--- config.mk ---
export PLATFORM = sky130hd
export DESIGN_NAME = bcd_to_bin_seq_flat
export DESIGN_NICKNAME = d
export VERILOG_FILES = /design/src/rtl/bcd_pkg.sv /design/src/rtl/bcd_to_bin_seq_if.sv /design/src/rtl/bcd_digit_sub3.sv /design/src/rtl/bcd_to_bin_seq.sv /design/src/flat_wrapper.sv
export SDC_FILE = /design/constraint.sdc
export NUM_CORES = 1
export LEC_CHECK = 0
export CAP_MARGIN = 20
export CORE_AREA = 2 2 69 52
export CTS_CLUSTER_SIZE = 40
export DETAILED_ROUTE_END_ITERATION = 12
export DIE_AREA = 0 0 71 54
export GPL_ROUTABILITY_DRIVEN = 1
export GPL_TIMING_DRIVEN = 0
export MAX_ROUTING_LAYER = met4
export PLACE_DENSITY = 0.78
export SLEW_MARGIN = 25
export SYNTH_ARGS = -nofsm -noshare
export SYNTH_HDL_FRONTEND = slang
export SYNTH_SLANG_ARGS = --single-unit
--- constraint.sdc ---
create_clock -name clk -period 2.3 [get_ports clk]
set_clock_uncertainty 0.1 [all_clocks]
set_input_delay 0.345 -clock clk [delete_from_list [all_inputs] [get_ports clk]]
set_output_delay 0.345 -clock clk [all_outputs]
set_load 0.01 [all_outputs]
--- src/rtl/bcd_pkg.sv ---
// bcd_pkg: constants and types shared by the BCD conversion paths
// (BCD-to-binary and binary-to-BCD).
//   DIGIT_W       width of one BCD digit
//   CORR_THRESH   digit value at or above which a correction is applied
//   CORR_OFFSET   correction amount subtracted from a digit
//   BCD_MAX_DIGIT largest legal BCD digit
//   state_t       converter control states
package bcd_pkg;

    localparam int unsigned DIGIT_W       = 4;
    localparam logic [3:0]  CORR_THRESH   = 4'd8;
    localparam logic [3:0]  CORR_OFFSET   = 4'd3;
    localparam logic [3:0]  BCD_MAX_DIGIT = 4'd9;

    typedef enum logic {
        IDLE,
        SHIFT
    } state_t;

endpackage

--- src/rtl/bcd_to_bin_seq_if.sv ---
// bcd_to_bin_seq_if: request/result bundle for the BCD-to-binary converter.
//   start   request strobe (master -> slave)
//   bcd_in  packed BCD word, digit 0 in [3:0] (master -> slave)
//   busy    conversion in progress (slave -> master)
//   done    one-cycle result-valid pulse (slave -> master)
//   bin_out binary result, held until the next done (slave -> master)
//   err     invalid-digit flag, valid with done (slave -> master)
interface bcd_to_bin_seq_if #(
    parameter int unsigned DIGITS = 3,
    parameter int unsigned BIN_W  = 10
);

    logic                  start;
    logic [4*DIGITS-1:0]   bcd_in;
    logic                  busy;
    logic                  done;
    logic [BIN_W-1:0]      bin_out;
    logic                  err;

    modport master (
        output start,
        output bcd_in,
        input  busy,
        input  done,
        input  bin_out,
        input  err
    );

    modport slave (
        input  start,
        input  bcd_in,
        output busy,
        output done,
        output bin_out,
        output err
    );

endinterface

--- src/rtl/bcd_digit_sub3.sv ---
// bcd_digit_sub3: combinational digit correction cell for reverse
// double-dabble. Subtracts the offset from digits at or above the threshold.
//   digit_i  4-bit digit after the shift
//   digit_o  corrected digit
module bcd_digit_sub3
    import bcd_pkg::*;
(
    input  logic [3:0] digit_i,
    output logic [3:0] digit_o
);

    // A digit >= 8 minus 3 never underflows.
    always_comb begin
        digit_o = digit_i;
        if (digit_i >= CORR_THRESH) begin
            digit_o = digit_i - CORR_OFFSET;
        end
    end

endmodule

--- src/rtl/bcd_to_bin_seq.sv ---
// bcd_to_bin_seq: sequential BCD-to-binary converter, one bit per clock,
// using reverse double-dabble (shift right, then correct each digit >= 8).
// Optional macro BCD2BIN_CHECK_EN: flag inputs containing a digit > 9;
// such a conversion returns bin_out=0 with err=1.
//   clk    clock, rising edge
//   rst_n  synchronous active-low reset
//   bus    bcd_to_bin_seq_if slave: start, bcd_in, busy, done, bin_out, err
module bcd_to_bin_seq
    import bcd_pkg::*;
#(
    parameter int unsigned DIGITS = 3,
    parameter int unsigned BIN_W  = 10
) (
    input  logic            clk,
    input  logic            rst_n,
    bcd_to_bin_seq_if.slave bus
);

    localparam int unsigned BCD_W = DIGITS * DIGIT_W;
    localparam int unsigned W_W   = BCD_W + BIN_W;
    localparam int unsigned CNT_W = $clog2(BIN_W + 1);

    state_t             state_q, state_d;
    logic [W_W-1:0]     w_q, w_d;
    logic [CNT_W-1:0]   cnt_q, cnt_d;
    logic [BIN_W-1:0]   bin_q, bin_d;
    logic               done_q, done_d;

    logic [W_W-1:0]     w_shr;
    logic [BCD_W-1:0]   bcd_corr;
    logic [W_W-1:0]     w_step;

    assign w_shr = w_q >> 1;

    for (genvar g = 0; g < DIGITS; g++) begin : g_digit
        bcd_digit_sub3 u_sub3 (
            .digit_i (w_shr[BIN_W + g*DIGIT_W +: DIGIT_W]),
            .digit_o (bcd_corr[g*DIGIT_W +: DIGIT_W])
        );
    end

    assign w_step = {bcd_corr, w_shr[BIN_W-1:0]};

`ifdef BCD2BIN_CHECK_EN
    logic inv_q, inv_d;
    logic err_q, err_d;
    logic in_invalid;

    always_comb begin
        in_invalid = 1'b0;
        for (int unsigned i = 0; i < DIGITS; i++) begin
            if (bus.bcd_in[i*DIGIT_W +: DIGIT_W] > BCD_MAX_DIGIT) begin
                in_invalid = 1'b1;
            end
        end
    end
`endif

    always_comb begin
        state_d = state_q;
        w_d     = w_q;
        cnt_d   = cnt_q;
        bin_d   = bin_q;
        done_d  = 1'b0;
`ifdef BCD2BIN_CHECK_EN
        inv_d   = inv_q;
        err_d   = err_q;
`endif
        case (state_q)
            IDLE: begin
                if (bus.start) begin
                    w_d     = {bus.bcd_in, {BIN_W{1'b0}}};
                    cnt_d   = '0;
                    state_d = SHIFT;
`ifdef BCD2BIN_CHECK_EN
                    inv_d   = in_invalid;
`endif
                end
            end
            SHIFT: begin
                w_d   = w_step;
                cnt_d = cnt_q + 1'b1;
                // cnt_q counts completed shifts, so BIN_W-1 marks the last one.
                if (cnt_q == CNT_W'(BIN_W - 1)) begin
                    state_d = IDLE;
                    done_d  = 1'b1;
`ifdef BCD2BIN_CHECK_EN
                    bin_d   = inv_q ? '0 : w_step[BIN_W-1:0];
                    err_d   = inv_q;
`else
                    bin_d   = w_step[BIN_W-1:0];
`endif
                end
            end
            default: state_d = IDLE;
        endcase
    end

    always_ff @(posedge clk) begin
        if (!rst_n) begin
            state_q <= IDLE;
            w_q     <= '0;
            cnt_q   <= '0;
            bin_q   <= '0;
            done_q  <= 1'b0;
`ifdef BCD2BIN_CHECK_EN
            inv_q   <= 1'b0;
            err_q   <= 1'b0;
`endif
        end else begin
            state_q <= state_d;
            w_q     <= w_d;
            cnt_q   <= cnt_d;
            bin_q   <= bin_d;
            done_q  <= done_d;
`ifdef BCD2BIN_CHECK_EN
            inv_q   <= inv_d;
            err_q   <= err_d;
`endif
        end
    end

    assign bus.busy    = (state_q == SHIFT);
    assign bus.done    = done_q;
    assign bus.bin_out = bin_q;
`ifdef BCD2BIN_CHECK_EN
    assign bus.err     = err_q;
`else
    assign bus.err     = 1'b0;
`endif

endmodule

--- src/flat_wrapper.sv ---
// flat-port wrapper written by rule: the top's interface ports become plain ports
module bcd_to_bin_seq_flat import bcd_pkg::*;
#(
    parameter int unsigned DIGITS = 3,
    parameter int unsigned BIN_W  = 10
)
  (clk, rst_n, bus_start, bus_bcd_in, bus_busy, bus_done, bus_bin_out, bus_err);
  bcd_to_bin_seq_if #(.DIGITS(DIGITS), .BIN_W(BIN_W)) bus_i ();
  input  logic clk;
  input  logic rst_n;
  input wire logic [$bits(bus_i.start)-1:0] bus_start;
  input wire logic [$bits(bus_i.bcd_in)-1:0] bus_bcd_in;
  output wire logic [$bits(bus_i.busy)-1:0] bus_busy;
  output wire logic [$bits(bus_i.done)-1:0] bus_done;
  output wire logic [$bits(bus_i.bin_out)-1:0] bus_bin_out;
  output wire logic [$bits(bus_i.err)-1:0] bus_err;
  assign bus_i.start = bus_start;
  assign bus_i.bcd_in = bus_bcd_in;
  assign bus_busy = bus_i.busy;
  assign bus_done = bus_i.done;
  assign bus_bin_out = bus_i.bin_out;
  assign bus_err = bus_i.err;
  bcd_to_bin_seq #(.DIGITS(DIGITS), .BIN_W(BIN_W)) u_core (.clk(clk), .rst_n(rst_n), .bus(bus_i));
endmodule
=== After elaboration in Yosys (flattened, before gate mapping) ===
Index checks and enable logic that the tools add are counted.

* Mux-type cells: 11
* Bitwise operators: 1
* Eq/ne operators: 2
* Magnitude comparators: 3
* Add/subtract/negate cells: 4
* Reductions and logical operators: 2

{| class="wikitable"
|+ Operator list
! kind !! count
|-
| one-hot mux 22 bit (2 select lines) || 1
|-
| 2-to-1 mux 22 bit || 1
|-
| 2-to-1 mux 4 bit || 4
|-
| greater-or-equal comparator 4 bit (second input constant) || 2
|-
| one-hot mux 4 bit (2 select lines) || 1
|-
| subtractor 4 x 2 -> 4 bit (second input constant) || 2
|-
| adder 4 x 1 -> 4 bit (second input constant) || 1
|-
| == test 4 bit (second input constant) || 1
|-
| greater-or-equal comparator 3 x 4 -> 1 bit (second input constant) || 1
|-
| AND reduction 2 bit || 2
|-
| subtractor 3 x 2 -> 4 bit (second input constant) || 1
|-
| 2-to-1 mux 1 bit || 3
|-
| inequality test 2 bit (second input constant) || 1
|-
| one-hot mux 1 bit (2 select lines) || 1
|-
| NOT 1 bit || 1
|}

* Output and inout bits: 13
* Logic and storage cells: 28
* Flip-flop bits (word level): 38
* Bits of input ports: 15

=== Depth between registers and ports, before layout ===
Gate-level depths: netlist (run 1).

* Depth in word-level cells: 3
* Mapped depth: 6
* Depth with buffers taken out: 5

=== Modules after synthesis ===
From an unflattened synthesis (run 1), not the netlist that was laid out.

* Cells, all modules: 179
* Area, all modules: 1770.4 um2

{| class="wikitable"
|+ Modules (own cells, without submodules)
! module !! area an instance (um2) !! cells each !! instances !! seq. area each (um2)
|-
| bcd_to_bin_seq || 1541.5 || 146 || 1 || 740.7
|-
| bcd_digit_sub3 || 76.3 || 11 || 3 || 0.0
|}

=== Worst setup path after synthesis (run 1) ===
No wires, ideal clock.

* Path kind: flip-flop to flip-flop
* Start: register u_core.cnt_q[0]
* End: register u_core.bin_q[0], in the netlist u_core.bus.bin_out[0]
* Required time: 2.083 ns
* Cell stages (with the launch flop): 6
* Path slack: 0.954 ns
* Arrival time: 1.129 ns
* Buffers on the path: 1
* Library setup time: 0.117 ns
* Clock period less this slack: 1.346 ns
* Path through: dfxtp_1 ha_1 nand4b_1 and2_4 buf_6 a22o_1

* Word-level cells in the longest chain between the ends: 2

{| class="wikitable"
|+ Ends and longest elaborated chain
! what !! line !! source
|-
| start, declared || bcd_to_bin_seq.sv:25 || <nowiki>logic [CNT_W-1:0] cnt_q, cnt_d;</nowiki>
|-
| start signal, assigned || bcd_to_bin_seq.sv:113 || <nowiki>cnt_q <= cnt_d;</nowiki>
|-
| == test 4 bit || bcd_to_bin_seq.sv:84 || <nowiki>if (cnt_q == CNT_W'(BIN_W - 1)) begin</nowiki>
|-
| AND reduction 2 bit (no line) || - ||
|-
| end signal, assigned || bcd_to_bin_seq.sv:114 || <nowiki>bin_q <= bin_d;</nowiki>
|-
| end, declared || bcd_to_bin_seq.sv:26 || <nowiki>logic [BIN_W-1:0] bin_q, bin_d;</nowiki>
|}

No other way between the ends.
A chain may end at the register's enable or synchronous reset.

=== Worst setup path after layout (run 1) ===
* Start: register u_core.state_q, in the netlist u_core.bus.busy
* End: output port bus_busy

{| class="wikitable"
|+ RTL lines
! what !! line !! source
|-
| start, declared || bcd_to_bin_seq.sv:23 || <nowiki>state_t state_q, state_d;</nowiki>
|-
| start signal, assigned || bcd_to_bin_seq.sv:111 || <nowiki>state_q <= state_d;</nowiki>
|-
| end, declared || flat_wrapper.sv:13 || <nowiki>output wire logic [$bits(bus_i.busy)-1:0] bus_busy;</nowiki>
|}

No word-level cell between the ends.

==> out/qor.txt, run 1 <==
Initial DRC Count = 39
DRC viols = 0
Clock sink total = 37
DRT Pass-1 Iters = 4
Ports = 28
Min Hold Slack = 0.374 ns
Clock share of power = 34.5%
Avg Synthesized Cell Area = 10.2 um2
GRT Util Overall = 19.9%
Peak VDD IR = 411 uV
Largest net degree at the start of global routing = 13
Crit path time final = 1.63 ns
Number of diodes = 0
Clk pin slew, worst setup/hold paths = 0.08 ns
Via-to-Cell Ratio = 5.38
Worst-case clock buffer depth = 2
Worst path max stage delay = 0.54 ns
Setup TNS = 0 ns
Initial antenna violation count = 0
Pins over their slew limit = 0
Sequential power share = 53.1%
Area grow syn2layout = 22.8%
Slew headroom = 66.5%
Post-synth net total = 187
Post-DP HPWL = 2390 um
Total wire length = 3350 um
DP Worst Slack = 0.504 ns
Slowest cell on crit path = clkdlybuf4s50_1
Worst Setup Path Type = flop to output port
Area of the multi-input gates = 833 um2
Via count = 1287
Worst-Skew Late Latency = 0.29 ns
Commonest non-fill, non-tap cell in the layout = dfxtp_1
Die Width = 71 um
CTS Buf Count = 5
Share of cells above drive strength 1 = 18.1%
Post-DP Area = 0.00200 mm2
Die height = 54 um
GR Overflow Total = 0
Yosys top cell by area = dfxtp_1
Dominant cells by area after synthesis = dfxtp_1 44%, nor3b_2 6.6%, mux2i_1 5.3%
Power Total = 1.28 mW
CTS Hold Bufs = 0
Fmax = 614 MHz
Initial core utilization = 52.0%
Setup bufs post-CTS = 0
DIE AREA = 0.00383 mm2
IO Port Bufs = 25
CP Buf/Inv Count = 1
Root Buffer Master = clkbuf_8
Final hold vios = 0
DR WL/cell = 14.0 um
Startpoint Class = flop
GP Congestion = 0.842
R2R setup slack = 0.77 ns
Setup violators final = 0
Worst-margin pin slew = 0.503 ns
Vias in the first global route = 1224
Core Box Area = 0.00327 mm2
Maxcap violations = 0
Logic pwr share = 12.4%
Synth warn = 0
Seq/Total Area, Yosys = 43.6%
Final Instance Area = 0.00208 mm2
Pwr dens = 616 mW/mm2
Switching power total = 0.331 mW
Share of the synthesized area in the top cell type = 43.6%
Critical Path RT = 1.86 ns
Switch share = 25.8%
Status = finished clean
Worst Setup Slack, final = 0.672 ns
Synth Instances = 166
Synth Cell Area = 0.00170 mm2
Crit-path cells = clkdlybuf4s50_1
Fin nets = 219
Fill cells = 256
Seq. cell area = 741 um2
Critical Path AT = 1.18 ns
Std-Cell Rows = 18
Routed Antenna Nets = 0
Yosys cell types = 35
HP Class = flop to flop
Most frequent cells in the layout = 37 x dfxtp_1, 25 x clkdlybuf4s50_1, 16 x nor2_1, 15 x a21oi_1, 10 x a22o_1
TritonCTS clock tree = done
CP delay by family, top = buffers and inverters
RSZ-0062 raised after global routing = no
PostCTS Resize Cnt = 0
Internal = 0.953 mW
Global-route wire length before repair = 5550 um
Cell leakage power = 0.796 nW
Flops & latches, synth = 37
Critical Path End Type = output port
H-tree levels = 2
Final period utilization = 70.8%
CP Max Fanout = 3
[synthesized netlist by cell type, drive strengths merged]
| cell | number |
|---|---|
| dfxtp | 37 |
| nor2 | 17 |
| a21oi | 15 |
| buf | 12 |
| a22o | 10 |
| mux2i | 9 |
| nor3b | 9 |
| a211oi | 8 |
| nor2b | 7 |
| ha | 6 |
| inv | 6 |
| mux2 | 5 |
| xnor2 | 4 |
| nand2 | 3 |
| o21ai | 3 |
| nand3 | 2 |
| o22a | 2 |
| a31oi | 1 |
| and2 | 1 |
| and2b | 1 |
| clkbuf | 1 |
| conb | 1 |
| nand2b | 1 |
| nand3b | 1 |
| nand4b | 1 |
| nor3 | 1 |
| or3 | 1 |
| or3b | 1 |
[final cells by class]
cell class / count / area share, %
Buffer: 13 / 4.86
Clock inverter: 3 / 0.840
Multi-Input combinational cell: 110 / 40.0
Clock buffer: 5 / 3.30
Sequential cell: 37 / 35.5
Inverter: 6 / 1.08
Tap cell: 40 / 2.40
Timing Repair Buffer: 25 / 12.0
[registers in the layout (all words and copies together) (netlist names)]
| name | count |
|---|---|
| u_core.w_q | 21 |
| u_core.bus.bin_out | 10 |
| u_core.cnt_q | 4 |
| u_core.bus.busy | 1 |
| u_core.bus.done | 1 |
[power by group through the flow]
| stage | clock network [mW] | registers (mW) | logic [mW] |
|---|---|---|---|
| 6_report | 0.443 | 0.682 | 0.160 |
| 5_1_grt | 0.489 | 0.685 | 0.174 |
| 4_1_cts | 0.446 | 0.682 | 0.161 |
| 3_5_place_dp | 0 | 0.697 | 0.159 |
| 3_3_place_gp | 0 | 0.695 | 0.154 |
| 2_1_floorplan | 0 | 0.691 | 0.111 |
[metrics by stage]
step,utilization (%),instances
4_1_cts,63.8,239
3_3_place_gp,61.2,231
5_1_grt,63.8,239
6_report,63.8,239
3_5_place_dp,61.2,231
2_1_floorplan,-,166
[final timing paths]
check	from	to	cells past startpoint
worst max-delay path	u_core.bus.busy	bus_busy	1
worst min register to register	u_core.w_q[1]	u_core.bus.bin_out[0]	1
worst max register to register	u_core.cnt_q[0]	u_core.bus.bin_out[2]	5
worst min-delay path	u_core.w_q[1]	u_core.bus.bin_out[0]	1
[cell families after synthesis]
logic type                 after synthesis  synth area share (%)
AOI/OAI and AO/OA                       39                  15.4
adders and majority gates                6                  4.42
other                                    1                 0.221
buffers and inverters                   19                  7.29
muxes                                   14                  8.84
DFF                                     37                  43.6
and+or+nand+nor                         46                  18.1
xor gates and xnor gates                 4                  2.06
[layer usage]
metal | share of wire, % | up-vias | track usage [%]
li1 | - | 642 | -
met1 | 48 | 615 | 23.0
met2 | 47 | 23 | 33.6
met3 | 3.5 | 7 | 5.24
met4 | 1.8 | 0 | 8.18
met5 | 0 | - | -
Note: power is estimated with default switching activity, not from simulation.
==> run 2: changes to the inputs <==
--- a/config.mk
+++ b/config.mk
@@ -6,14 +6,14 @@
 export NUM_CORES = 1
 export LEC_CHECK = 0
 export CAP_MARGIN = 20
-export CORE_AREA = 2 2 69 52
+export CORE_AREA = 2 2 75 56
 export CTS_CLUSTER_SIZE = 40
 export DETAILED_ROUTE_END_ITERATION = 12
-export DIE_AREA = 0 0 71 54
+export DIE_AREA = 0 0 77 58
 export GPL_ROUTABILITY_DRIVEN = 1
 export GPL_TIMING_DRIVEN = 0
 export MAX_ROUTING_LAYER = met4
-export PLACE_DENSITY = 0.78
+export PLACE_DENSITY = 0.7
 export SLEW_MARGIN = 25
 export SYNTH_ARGS = -nofsm -noshare
 export SYNTH_HDL_FRONTEND = slang
==> constraint.sdc (replaced) <==
create_clock -name clk -period 1.4 [get_ports clk]
set_clock_uncertainty 0.1 [all_clocks]
set_input_delay 0.21 -clock clk [delete_from_list [all_inputs] [get_ports clk]]
set_output_delay 0.21 -clock clk [all_outputs]
set_load 0.01 [all_outputs]
==> run 2 against run 1 <==
Clock power up 150%. Highest routed layer unchanged. Total power grew 94%. Final cell count is 5.0% higher. Flip-flop and latch count is the same. Combinational power grew 68%. Setup slack lost 0.65 ns. Largest power group unchanged. Non-clock buffer count unchanged. Routed wire length increased by 9.6%. Critical path type is now flop to flop.
==> out/qor.txt, run 2 (synthesis gave the netlist of run 1 again) <==
HP Class = primary input to flop
Worst Setup Slack, final = 0.0246 ns
DRC viols = 0
Critical Path End Type = flop
DRT Pass-1 Iters = 4
Commonest non-fill, non-tap cell in the layout = dfxtp_1
Pwr dens = 1160 mW/mm2
Worst path max stage delay = 0.39 ns
Startpoint Class = flop
Crit-path cells = ha_4 -> nand4b_1 -> and2_4 -> a22o_1
Setup violators final = 0
Max reg flops = 21
GR Overflow Total = 0
Clock share of power = 44.2%
Largest Register = u_core.w_q
Cell leakage power = 0.884 nW
Power Total = 2.49 mW
Status = finished clean
CTS Hold Bufs = 0
IO Port Bufs = 25
Sequential power share = 45.1%
Crit path time final = 1.38 ns
Fmax = 727 MHz
Global-route wire length before repair = 6330 um
GP Congestion = 0.845
Largest net degree at the start of global routing = 13
Initial DRC Count = 77
DP Worst Slack = -0.283 ns
Logic pwr share = 10.8%
Slowest cell on crit path = dfxtp_4
Critical Path RT = 1.49 ns
Worst-case clock buffer depth = 2
Worst-Skew Late Latency = 0.29 ns
Share of cells above drive strength 1 = 22.1%
Number of diodes = 0
Most frequent cells in the layout = 34 x dfxtp_1, 15 x a21oi_1, 15 x nor2_1, 13 x clkdlybuf4s50_1, 12 x dlygate4sd2_1
Critical Path AT = 1.46 ns
Area grow syn2layout = 26.9%
Pins over their slew limit = 0
DR WL/cell = 14.6 um
Vias in the first global route = 1334
Ports = 28
GRT Util Overall = 19.2%
Final Instance Area = 0.00215 mm2
Initial antenna violation count = 0
Post-DP Area = 0.00201 mm2
Die height = 58 um
Fin nets = 219
Clock sink total = 37
Via count = 1312
Clk pin slew, worst setup/hold paths = 0.07 ns
H-tree levels = 2
Core Box Area = 0.00376 mm2
Via-to-Cell Ratio = 5.23
Internal = 1.93 mW
Worst Setup Path Type = flop to flop
CP Max Fanout = 11
TritonCTS clock tree = done
Final core utilization = 57.4%
Total wire length = 3680 um
Final hold vios = 0
Root Buffer Master = clkbuf_8
Switching power total = 0.560 mW
RSZ-0062 raised after global routing = yes
Std-Cell Rows = 19
Fill cells = 342
Switch share = 22.5%
CTS Buf Count = 5
Final period utilization = 98.2%
Maxcap violations = 0
Peak VDD IR = 591 uV
Initial core utilization = 45.2%
Post-DP HPWL = 2570 um
Routed Antenna Nets = 0
Die Width = 77 um
DIE AREA = 0.00447 mm2
==> run 2: path summary, 6_finish.rpt <==
check                   from               endpoint  slack (ns)  depth (start not counted)
max          u_core.cnt_q[0]  u_core.bus.bin_out[3]        0.02                          4
min                bus_start         u_core.w_q[19]        0.26                          4
max reg2reg  u_core.cnt_q[0]  u_core.bus.bin_out[3]        0.02                          4
min reg2reg    u_core.w_q[1]  u_core.bus.bin_out[0]        0.36                          1
==> run 2: metrics by stage <==
step	hold slack, ns	std cells	setup TNS, ns
finish	0.262	251	0
global route	0.290	251	-0.106
CTS	0.260	251	0
detailed placement	0.347	243	-6.69
global placement	0.344	243	-5.84
floorplan	0.248	166	0
==> run 2: power groups by stage <==
stage	sequential [mW]	clock (mW)	combinational [mW]
after detailed placement	1.14	0	0.266
after floorplan	1.14	0	0.183
after global placement	1.14	0	0.256
after global routing	1.13	1.17	0.298
final	1.12	1.10	0.269
after CTS	1.12	1.11	0.268
==> run 2: per-layer routing <==
metal,global-route usage [%],vias to the layer above,share of wire [%],wire [um]
li1,-,639,-,-
met2,30.7,22,47,1710
met5,-,-,0,0
met3,5.61,9,2.7,101
met4,8.42,0,2.4,89
met1,22.9,642,48,1780
==> run 2: final cells by class <==
class                      instances  area (um2)  share of cell area [%]
sequential                        37         747                    34.7
multi-input combinational        110         848                    39.4
buffer                            12        95.1                    4.41
clock inverter                     3        65.1                    3.02
clock buffer                       5        68.8                    3.19
tap                               52        65.1                    3.02
inverter                           6        22.5                    1.05
timing repair buffer              26         243                    11.3
==> run 2: worst max-delay path: cells and delay by family, from the launching register on <==
family | cells | cell delay [ns]
AOI/OAI and AO/OA | 1 | 0.23
adders and majority gates | 1 | 0.13
DFF | 1 | 0.39
and+or+nand+nor | 2 | 0.42
==> run 2: what timing repair did <==
item	CTS	global route
resized for setup	17	7
gates cloned	0	0
buffers inserted	1	0
pin swaps	1	0
endpoints found under the hold margin	0	0
setup endpoints to repair	22	22
==> run 3: changes to the inputs <==
--- a/config.mk
+++ b/config.mk
@@ -5,7 +5,7 @@
 export SDC_FILE = /design/constraint.sdc
 export NUM_CORES = 1
 export LEC_CHECK = 0
-export CAP_MARGIN = 20
+export CAP_MARGIN = 0
 export CORE_AREA = 2 2 75 56
 export CTS_CLUSTER_SIZE = 40
 export DETAILED_ROUTE_END_ITERATION = 12
==> results of run 3 <==
Same layout as run 2: the final DEF is identical, and so are final timing and power.
